**config.mk**
```make
export PLATFORM = sky130hd
export DESIGN_NAME = systolic_operand_feeder
export DESIGN_NICKNAME = d
export VERILOG_FILES = /design/src/rtl/systolic_operand_feeder.sv
export SDC_FILE = /design/constraint.sdc
export NUM_CORES = 1
export LEC_CHECK = 0
export ABC_AREA = 1
export CORE_MARGIN = 2
export CORE_UTILIZATION = 50
export DETAILED_ROUTE_END_ITERATION = 6
export DONT_BUFFER_PORTS = 1
export PLACE_DENSITY = 0.72
export REMOVE_ABC_BUFFERS = 1
export SLEW_MARGIN = 20
export SYNTH_ARGS = -nofsm -noshare
export SYNTH_HDL_FRONTEND = slang
export SYNTH_SLANG_ARGS = --single-unit
```
**constraint.sdc**
```tcl
create_clock -name clk -period 13.37 [get_ports clk]
set_clock_uncertainty 0.1 [all_clocks]
set_input_delay 1.337 -clock clk [delete_from_list [all_inputs] [get_ports clk]]
set_output_delay 1.337 -clock clk [all_outputs]
set_load 0.005 [all_outputs]
```
**src/rtl/systolic_operand_feeder.sv**
```systemverilog
// rtl/systolic_operand_feeder.sv - ping-pong operand buffer that replays NxN pairs as bursts into systolic_array
module systolic_operand_feeder #(
  parameter int DATAWIDTH    = 16,
  parameter int N_SIZE       = 3,
  parameter int FLUSH_CYCLES = 2,
  parameter int TIMEOUT      = 64
) (
  input  logic                          clk,
  input  logic                          rst_n,
  input  logic                          s_valid,
  output logic                          s_ready,
  input  logic [N_SIZE*DATAWIDTH-1:0]   s_a_col,
  input  logic [N_SIZE*DATAWIDTH-1:0]   s_b_row,
  output logic                          m_valid,
  output logic [N_SIZE*DATAWIDTH-1:0]   m_matrix_a,
  output logic [N_SIZE*DATAWIDTH-1:0]   m_matrix_b,
  input  logic                          arr_valid_out,
  output logic                          busy,
  output logic                          err_timeout
);

  localparam int W    = N_SIZE * DATAWIDTH;
  localparam int SW   = (N_SIZE > 1) ? $clog2(N_SIZE) : 1;
  localparam int CMAX = (N_SIZE > FLUSH_CYCLES) ? N_SIZE : FLUSH_CYCLES;
  localparam int CW   = $clog2(CMAX + 1);
  localparam int TW   = $clog2(TIMEOUT + 1);

  localparam logic [SW-1:0] FILL_LAST = SW'(N_SIZE - 1);
  localparam logic [CW-1:0] SLOTS_C   = CW'(N_SIZE);
  localparam logic [CW-1:0] FLUSH_C   = CW'(FLUSH_CYCLES);
  localparam logic [TW-1:0] TMO_LAST  = TW'(TIMEOUT - 1);

  localparam logic [1:0] ST_IDLE   = 2'd0;
  localparam logic [1:0] ST_STREAM = 2'd1;
  localparam logic [1:0] ST_FLUSH  = 2'd2;
  localparam logic [1:0] ST_WAIT   = 2'd3;

  logic [W-1:0]  bank_a [0:1][0:N_SIZE-1];
  logic [W-1:0]  bank_b [0:1][0:N_SIZE-1];
  logic [1:0]    full;
  logic [1:0]    full_nxt;
  logic          fill_ptr;
  logic          fill_ptr_nxt;
  logic [SW-1:0] fill_cnt;
  logic          iss_ptr;
  logic [1:0]    state;
  logic [CW-1:0] cnt;
  logic [TW-1:0] wait_cnt;
  logic          seen_high;
  logic          accept;
  logic          free_bank;

  assign accept    = s_valid && s_ready;
  // cnt == N in STREAM means slot N-1 has just been on the bus for its cycle
  assign free_bank = (state == ST_STREAM) && (cnt == SLOTS_C);

  // Next bank occupancy so s_ready can look one cycle ahead without a bubble
  always_comb begin
    full_nxt     = full;
    fill_ptr_nxt = fill_ptr;
    if (accept && (fill_cnt == FILL_LAST)) begin
      full_nxt[fill_ptr] = 1'b1;
      fill_ptr_nxt       = ~fill_ptr;
    end
    if (free_bank) begin
      full_nxt[iss_ptr] = 1'b0;
    end
  end

  // Fill-side bookkeeping: occupancy flags, fill pointer/slot and registered s_ready
  always_ff @(posedge clk) begin
    if (!rst_n) begin
      full     <= 2'b00;
      fill_ptr <= 1'b0;
      fill_cnt <= '0;
      s_ready  <= 1'b0;
    end else begin
      full     <= full_nxt;
      fill_ptr <= fill_ptr_nxt;
      s_ready  <= ~full_nxt[fill_ptr_nxt];
      if (accept) begin
        fill_cnt <= (fill_cnt == FILL_LAST) ? '0 : fill_cnt + 1'b1;
      end
    end
  end

  // Operand storage; contents are only meaningful while the bank is marked full
  always_ff @(posedge clk) begin
    if (accept) begin
      bank_a[fill_ptr][fill_cnt] <= s_a_col;
      bank_b[fill_ptr][fill_cnt] <= s_b_row;
    end
  end

  // Issue FSM: burst out a full bank, append flush zeros, then wait for the array to drain
  always_ff @(posedge clk) begin
    if (!rst_n) begin
      state       <= ST_IDLE;
      iss_ptr     <= 1'b0;
      cnt         <= '0;
      wait_cnt    <= '0;
      seen_high   <= 1'b0;
      m_valid     <= 1'b0;
      m_matrix_a  <= '0;
      m_matrix_b  <= '0;
      busy        <= 1'b0;
      err_timeout <= 1'b0;
    end else begin
      case (state)
        ST_IDLE: begin
          if (full[iss_ptr]) begin
            state      <= ST_STREAM;
            busy       <= 1'b1;
            m_valid    <= 1'b1;
            m_matrix_a <= bank_a[iss_ptr][0];
            m_matrix_b <= bank_b[iss_ptr][0];
            cnt        <= CW'(1);
          end
        end
        ST_STREAM: begin
          if (cnt != SLOTS_C) begin
            m_matrix_a <= bank_a[iss_ptr][cnt[SW-1:0]];
            m_matrix_b <= bank_b[iss_ptr][cnt[SW-1:0]];
            cnt        <= cnt + 1'b1;
          end else begin
            iss_ptr    <= ~iss_ptr;
            m_matrix_a <= '0;
            m_matrix_b <= '0;
            if (FLUSH_CYCLES > 0) begin
              state <= ST_FLUSH;
              cnt   <= CW'(1);
            end else begin
              state     <= ST_WAIT;
              m_valid   <= 1'b0;
              wait_cnt  <= '0;
              seen_high <= 1'b0;
            end
          end
        end
        ST_FLUSH: begin
          if (cnt != FLUSH_C) begin
            cnt <= cnt + 1'b1;
          end else begin
            state     <= ST_WAIT;
            m_valid   <= 1'b0;
            wait_cnt  <= '0;
            seen_high <= 1'b0;
          end
        end
        ST_WAIT: begin
          if (seen_high && !arr_valid_out) begin
            state <= ST_IDLE;
            busy  <= 1'b0;
          end else if (wait_cnt == TMO_LAST) begin
            err_timeout <= 1'b1;
            state       <= ST_IDLE;
            busy        <= 1'b0;
          end else begin
            wait_cnt <= wait_cnt + 1'b1;
            if (arr_valid_out) begin
              seen_high <= 1'b1;
            end
          end
        end
        default: begin
          state <= ST_IDLE;
          busy  <= 1'b0;
        end
      endcase
    end
  end

endmodule

```
==> results.md <==
Power and ir drop:
- The proportion of power drawn by flip-flops and latches is between 40% and 50%.
- Dividing total power by cell area gives a power density of 166 nW/um^2.
- The maximum resistive drop on vdd is ~0.00010 V.
- The internal portion of the total power is 3.96 mW.
- The leakage component of the power is approximately 15 nW.
- Combinational logic burns roughly 17% of the power.
- Net switching is between 20% and 30% of the power.
- The power spent charging and discharging nets is between 1.5 and 2 mW.
- The proportion of power drawn by the clock network is 36.8%.

Critical path:
- The worst path required time is 13.80 ns.
- The top fanout value on the critical path is 54.
- The combined buffer and inverter count along the critical path is 4.
- The instance count on the critical path is 8.
- In this run the critical register-to-register path is launched from state[1]$_SDFFE_PN0P_.
- The slack of the worst reg-to-reg path is 9.75 ns.
- The standard cell with the maximum stage delay on the critical path is sky130_fd_sc_hd__ha_4.
- The kind of start point of the critical path is a flop.
- Counting cells, the worst reg-to-reg path comes to 8.
- In this run the critical register-to-register path is captured at m_matrix_a[20]$_SDFFE_PN0P_.
- Walking the worst path, the cells encountered are inv_1 -> ha_4 -> inv_1 -> nor2_4 -> buf_4 -> buf_4 -> nand2_1 -> a21oi_1.
- The largest stage delay on the critical path is a little over 0.7 ns.
- The worst setup path is captured at a flop.
- The data arrival time at the worst-slack endpoint is between 4 and 5 ns.
- By startpoint and endpoint, the worst setup path is classified as flop to flop.
- Broken down by cell family, the worst path's largest delay share belongs to buffers and inverters.
- The start point of the critical path is state[1]$_SDFFE_PN0P_.
- The critical path ends at m_matrix_a[20]$_SDFFE_PN0P_.

Outcome:
- The flow ran to the end, and the final reports show no timing, DRC or antenna violations.

Clock tree:
- The library cell used as clock root buffer is sky130_fd_sc_hd__clkbuf_16.
- The TritonCTS clock tree is done.
- Buffers inserted to repair hold after CTS numbered 0.
- The number of clock sinks is 695.
- The register clock-pin slew on the reported worst setup and hold paths is 0.06 ns.
- Once the clock tree was built, the resizer swapped 0 gates to a different size.
- No sink is reached through more buffers than the 3 on the longest clock path.
- The clock tree synthesis step divided the H-tree into 3 levels.
- At the later pin of the worst-skew pair, clock insertion delay measures about 0.61 ns.
- The number of clock buffers added by TritonCTS is 73.
- The number of post-CTS setup repair buffers is 0.

Route:
- In the routed layout, each cell is associated on average with a via count of between 5 and 6.
- The iteration-0 DRC count of the detailed router is around 1400.
- The number of nets with antenna violations after routing is 0.
- After detailed routing, the total wire length is 71700 um.
- The routed via count is a little over 20000.
- The remaining routing DRC violations is 0.
- The routed wirelength normalized by instance count is 17.9 um.
- The first TritonRoute pass finished after 5 iterations.

Synth:
- In the post-synthesis netlist, the biggest area contributors are sky130_fd_sc_hd__edfxtp_1 (56%), sky130_fd_sc_hd__nand2_1 (13%), sky130_fd_sc_hd__dfxtp_1 (7.8%).
- The dominant combinational cell family by area after synthesis is simple AND/OR/NAND/NOR gates.
- The number of warning messages in the yosys log is 0.
- In this run the mean area of a mapped cell was 9.53 um^2.
- The adder and majority cell fraction of the synthesized area is less than 1%.
- After synthesis, the share of cell area in mux cells is 0%.
- The largest area contributor in the netlist is sky130_fd_sc_hd__edfxtp_1.
- After synthesis, the largest area contributor takes up between 50% and 60% of total cell area.
- After synthesis the netlist holds a flip-flop and latch count of 695.
- The number of distinct library cells after synthesis is 32.
- After technology mapping, the gate count stands at about 3200.
- The synthesized netlist occupies a cell area of about 30000 um^2.
- The share of the yosys chip area belonging to registers is between 60% and 70%.
- Summing the areas of all compound-gate instances in the mapped netlist gives between 4 and 5% of the synthesized area.
- Of the total synthesized cell area, the portion taken by XOR and XNOR cells is 0%.
- The synthesized netlist devotes between 20% and 30% of its cell area to simple gates.

Hold path:
- The startpoint identified for the worst hold timing path is wait_cnt[6]$_SDFFE_PN0P_.
- The path type of the worst min-delay path is flop to flop.

Placement:
- After detailed placement, the design holds a cell count of around 3900.
- The number of I/O port buffers is 0.
- The detailed placer's ending HPWL is 38000 um.
- Routability-driven placement finished with a final weighted congestion of 0.766.
- The post-place setup slack is between 9 and 10 ns.

Floorplanning:
- The cell row count is 90.
- Once the floorplan was initialized, standard cells occupied about 51% of the core.
- The die boundary width is 252 um.
- 200 I/O pins were placed.
- The placeable core region is ~60000 um^2.
- The vertical die dimension is 252 um.
- The floorplan step defined a die boundary enclosing 63400 um^2.

STA:
- The post-route minimum period is about 3.6 ns.
- The relative slew slack is between 30% and 40%.
- The number of endpoints with negative hold slack in the final report is 0.
- The final critical-path share of the clock period is 27.1%.
- For the final routed database, the setup TNS stands at 0 ns.
- The number of max-slew violations in the final report is 0.
- Setup repair after global routing left no endpoint under its margin.
- The top achievable clock speed is ~0.28 GHz.
- The number of endpoints failing setup at the final stage is 0.
- The worst setup slack after layout is just under 10 ns.
- At the pin with the least slew margin, the transition time is between 1 and 1.5 ns.

Final layout:
- The number of antenna repair diodes is 0.
- Compared with the post-synthesis result, the final layout area differs by 8.94%.
- In the layout the commonest cells are sky130_fd_sc_hd__nand2_1 (1089), sky130_fd_sc_hd__edfxtp_1 (576), sky130_fd_sc_hd__inv_1 (505), sky130_fd_sc_hd__nor2_1 (215), sky130_fd_sc_hd__nand3_1 (210).
- After filler insertion, the fill cell instance count of the layout stands at 5034.
- In the final design database the tool counted between 3000 and 4000 nets.
- Of the cells placed in the final design, the portion with a size suffix greater than 1 is 6.92%.
- The utilization after layout is 55.3%.
- The final cell count without fillers is ~4000.
- The most common cell after layout, fill and taps aside is sky130_fd_sc_hd__nand2_1.

Global route:
- Entering global routing, the biggest net connects about 120 pins.
- The number of antenna violations at the first check in global routing came to 2.
- The overall overflow remaining after global route is 0.
- The via count of the first global-routing pass is just under 20000.
- The first-pass GRT wire length is ~110000 um.
- Across every metal layer, demand over resource in global routing totals a little under a quarter.

Job:
- The max-capacitance violation count is 0.
## stage by stage
| step | instance area (um^2) | hold WS [ns] | total power, mW |
|---|---|---|---|
| 2_1_floorplan | 29800 | 0.315 | 3.30 |
| 4_1_cts | 33400 | 0.337 | 5.60 |
| 5_1_grt | 33400 | 0.372 | 5.83 |
| 3_3_place_gp | 31000 | 0.324 | 3.54 |
| 3_5_place_dp | 31000 | 0.328 | 3.56 |
| 6_report | 33400 | 0.333 | 5.56 |
## power by group through the flow
stage / Clock, mW / Combinational, mW / Sequential (mW)
finish: 2.04 / 0.944 / 2.57
global route: 2.16 / 1.09 / 2.58
CTS: 2.07 / 0.949 / 2.58
detailed placement: 0 / 0.940 / 2.62
global placement: 0 / 0.926 / 2.62
floorplan: 0 / 0.721 / 2.58
## Yosys cell counts
library cell               number
sky130_fd_sc_hd__nand2_1     1089
sky130_fd_sc_hd__edfxtp_1     576
sky130_fd_sc_hd__inv_1        505
sky130_fd_sc_hd__nor2_1       219
sky130_fd_sc_hd__nand3_1      210
sky130_fd_sc_hd__dfxtp_1      119
sky130_fd_sc_hd__a21oi_1      109
sky130_fd_sc_hd__o211ai_1      96
sky130_fd_sc_hd__buf_2         86
sky130_fd_sc_hd__or2_2         67
sky130_fd_sc_hd__or2_1         30
sky130_fd_sc_hd__clkbuf_1      26
sky130_fd_sc_hd__buf_6         21
sky130_fd_sc_hd__buf_4         18
sky130_fd_sc_hd__ha_1          11
sky130_fd_sc_hd__buf_1          8
sky130_fd_sc_hd__o21ai_0        8
sky130_fd_sc_hd__a21oi_2        4
sky130_fd_sc_hd__nand4_1        3
sky130_fd_sc_hd__inv_2          2
sky130_fd_sc_hd__inv_4          2
sky130_fd_sc_hd__nand3_2        2
sky130_fd_sc_hd__clkinv_1       1
sky130_fd_sc_hd__nand3b_1       1
sky130_fd_sc_hd__nor2_2         1
sky130_fd_sc_hd__nor2_4         1
sky130_fd_sc_hd__nor2_8         1
sky130_fd_sc_hd__nor3_1         1
sky130_fd_sc_hd__nor3b_1        1
sky130_fd_sc_hd__o21a_1         1
sky130_fd_sc_hd__o21ai_2        1
sky130_fd_sc_hd__o21bai_1       1
## layer usage
layer	GRT usage, %	share of wire (%)
met1	28.3	42
met3	5.78	7.6
met4	6.48	1.9
met5	0	0
met2	39.1	49
## worst register-to-register path, stage by stage (launching register included)
cell                      delay [ns]
sky130_fd_sc_hd__dfxtp_1        0.34
sky130_fd_sc_hd__inv_1          0.13
sky130_fd_sc_hd__ha_4           0.72
sky130_fd_sc_hd__inv_1          0.21
sky130_fd_sc_hd__nor2_4         0.46
sky130_fd_sc_hd__buf_4          0.60
sky130_fd_sc_hd__buf_4          0.67
sky130_fd_sc_hd__nand2_1        0.15
sky130_fd_sc_hd__a21oi_1        0.17
## state kept, by name (all words and copies together), names as in the netlist, 2 cells and up, named ones only
signal and cells:
full 2, fill_cnt 2, state 2, bank_a 288
bank_b 288, m_matrix_b 48, wait_cnt 7, cnt 2
m_matrix_a 48
## logic make-up (layout without fill, tap and decap cells)
| logic type | count (synthesis) | count (layout) |
|---|---|---|
| AOI/OAI and AO/OA | 220 | 220 |
| adders and majority gates | 11 | 11 |
| buffers and inverters | 669 | 669 |
| DFF | 695 | 695 |
| and+or+nand+nor | 1626 | 1626 |
## worst min-delay path by stage
stage                                    end  cells after the start
global route        wait_cnt[6]$_SDFFE_PN0P_                      2
global placement    wait_cnt[6]$_SDFFE_PN0P_                      2
detailed placement  wait_cnt[6]$_SDFFE_PN0P_                      2
floorplan           wait_cnt[6]$_SDFFE_PN0P_                      2
finish              wait_cnt[6]$_SDFFE_PN0P_                      2
CTS                 wait_cnt[6]$_SDFFE_PN0P_                      2
## final cells by class
type | count | area [um^2] | share of cell area, %
Inverter | 510 | 1930 | 5.76
Sequential cell | 695 | 19700 | 58.9
Tap cell | 782 | 978 | 2.93
Multi-Input combinational cell | 1857 | 8240 | 24.6
Clock inverter | 33 | 353 | 1.06
Clock buffer | 101 | 2070 | 6.18
Timing Repair Buffer | 25 | 188 | 0.561
(Power assumes the default switching activity.)
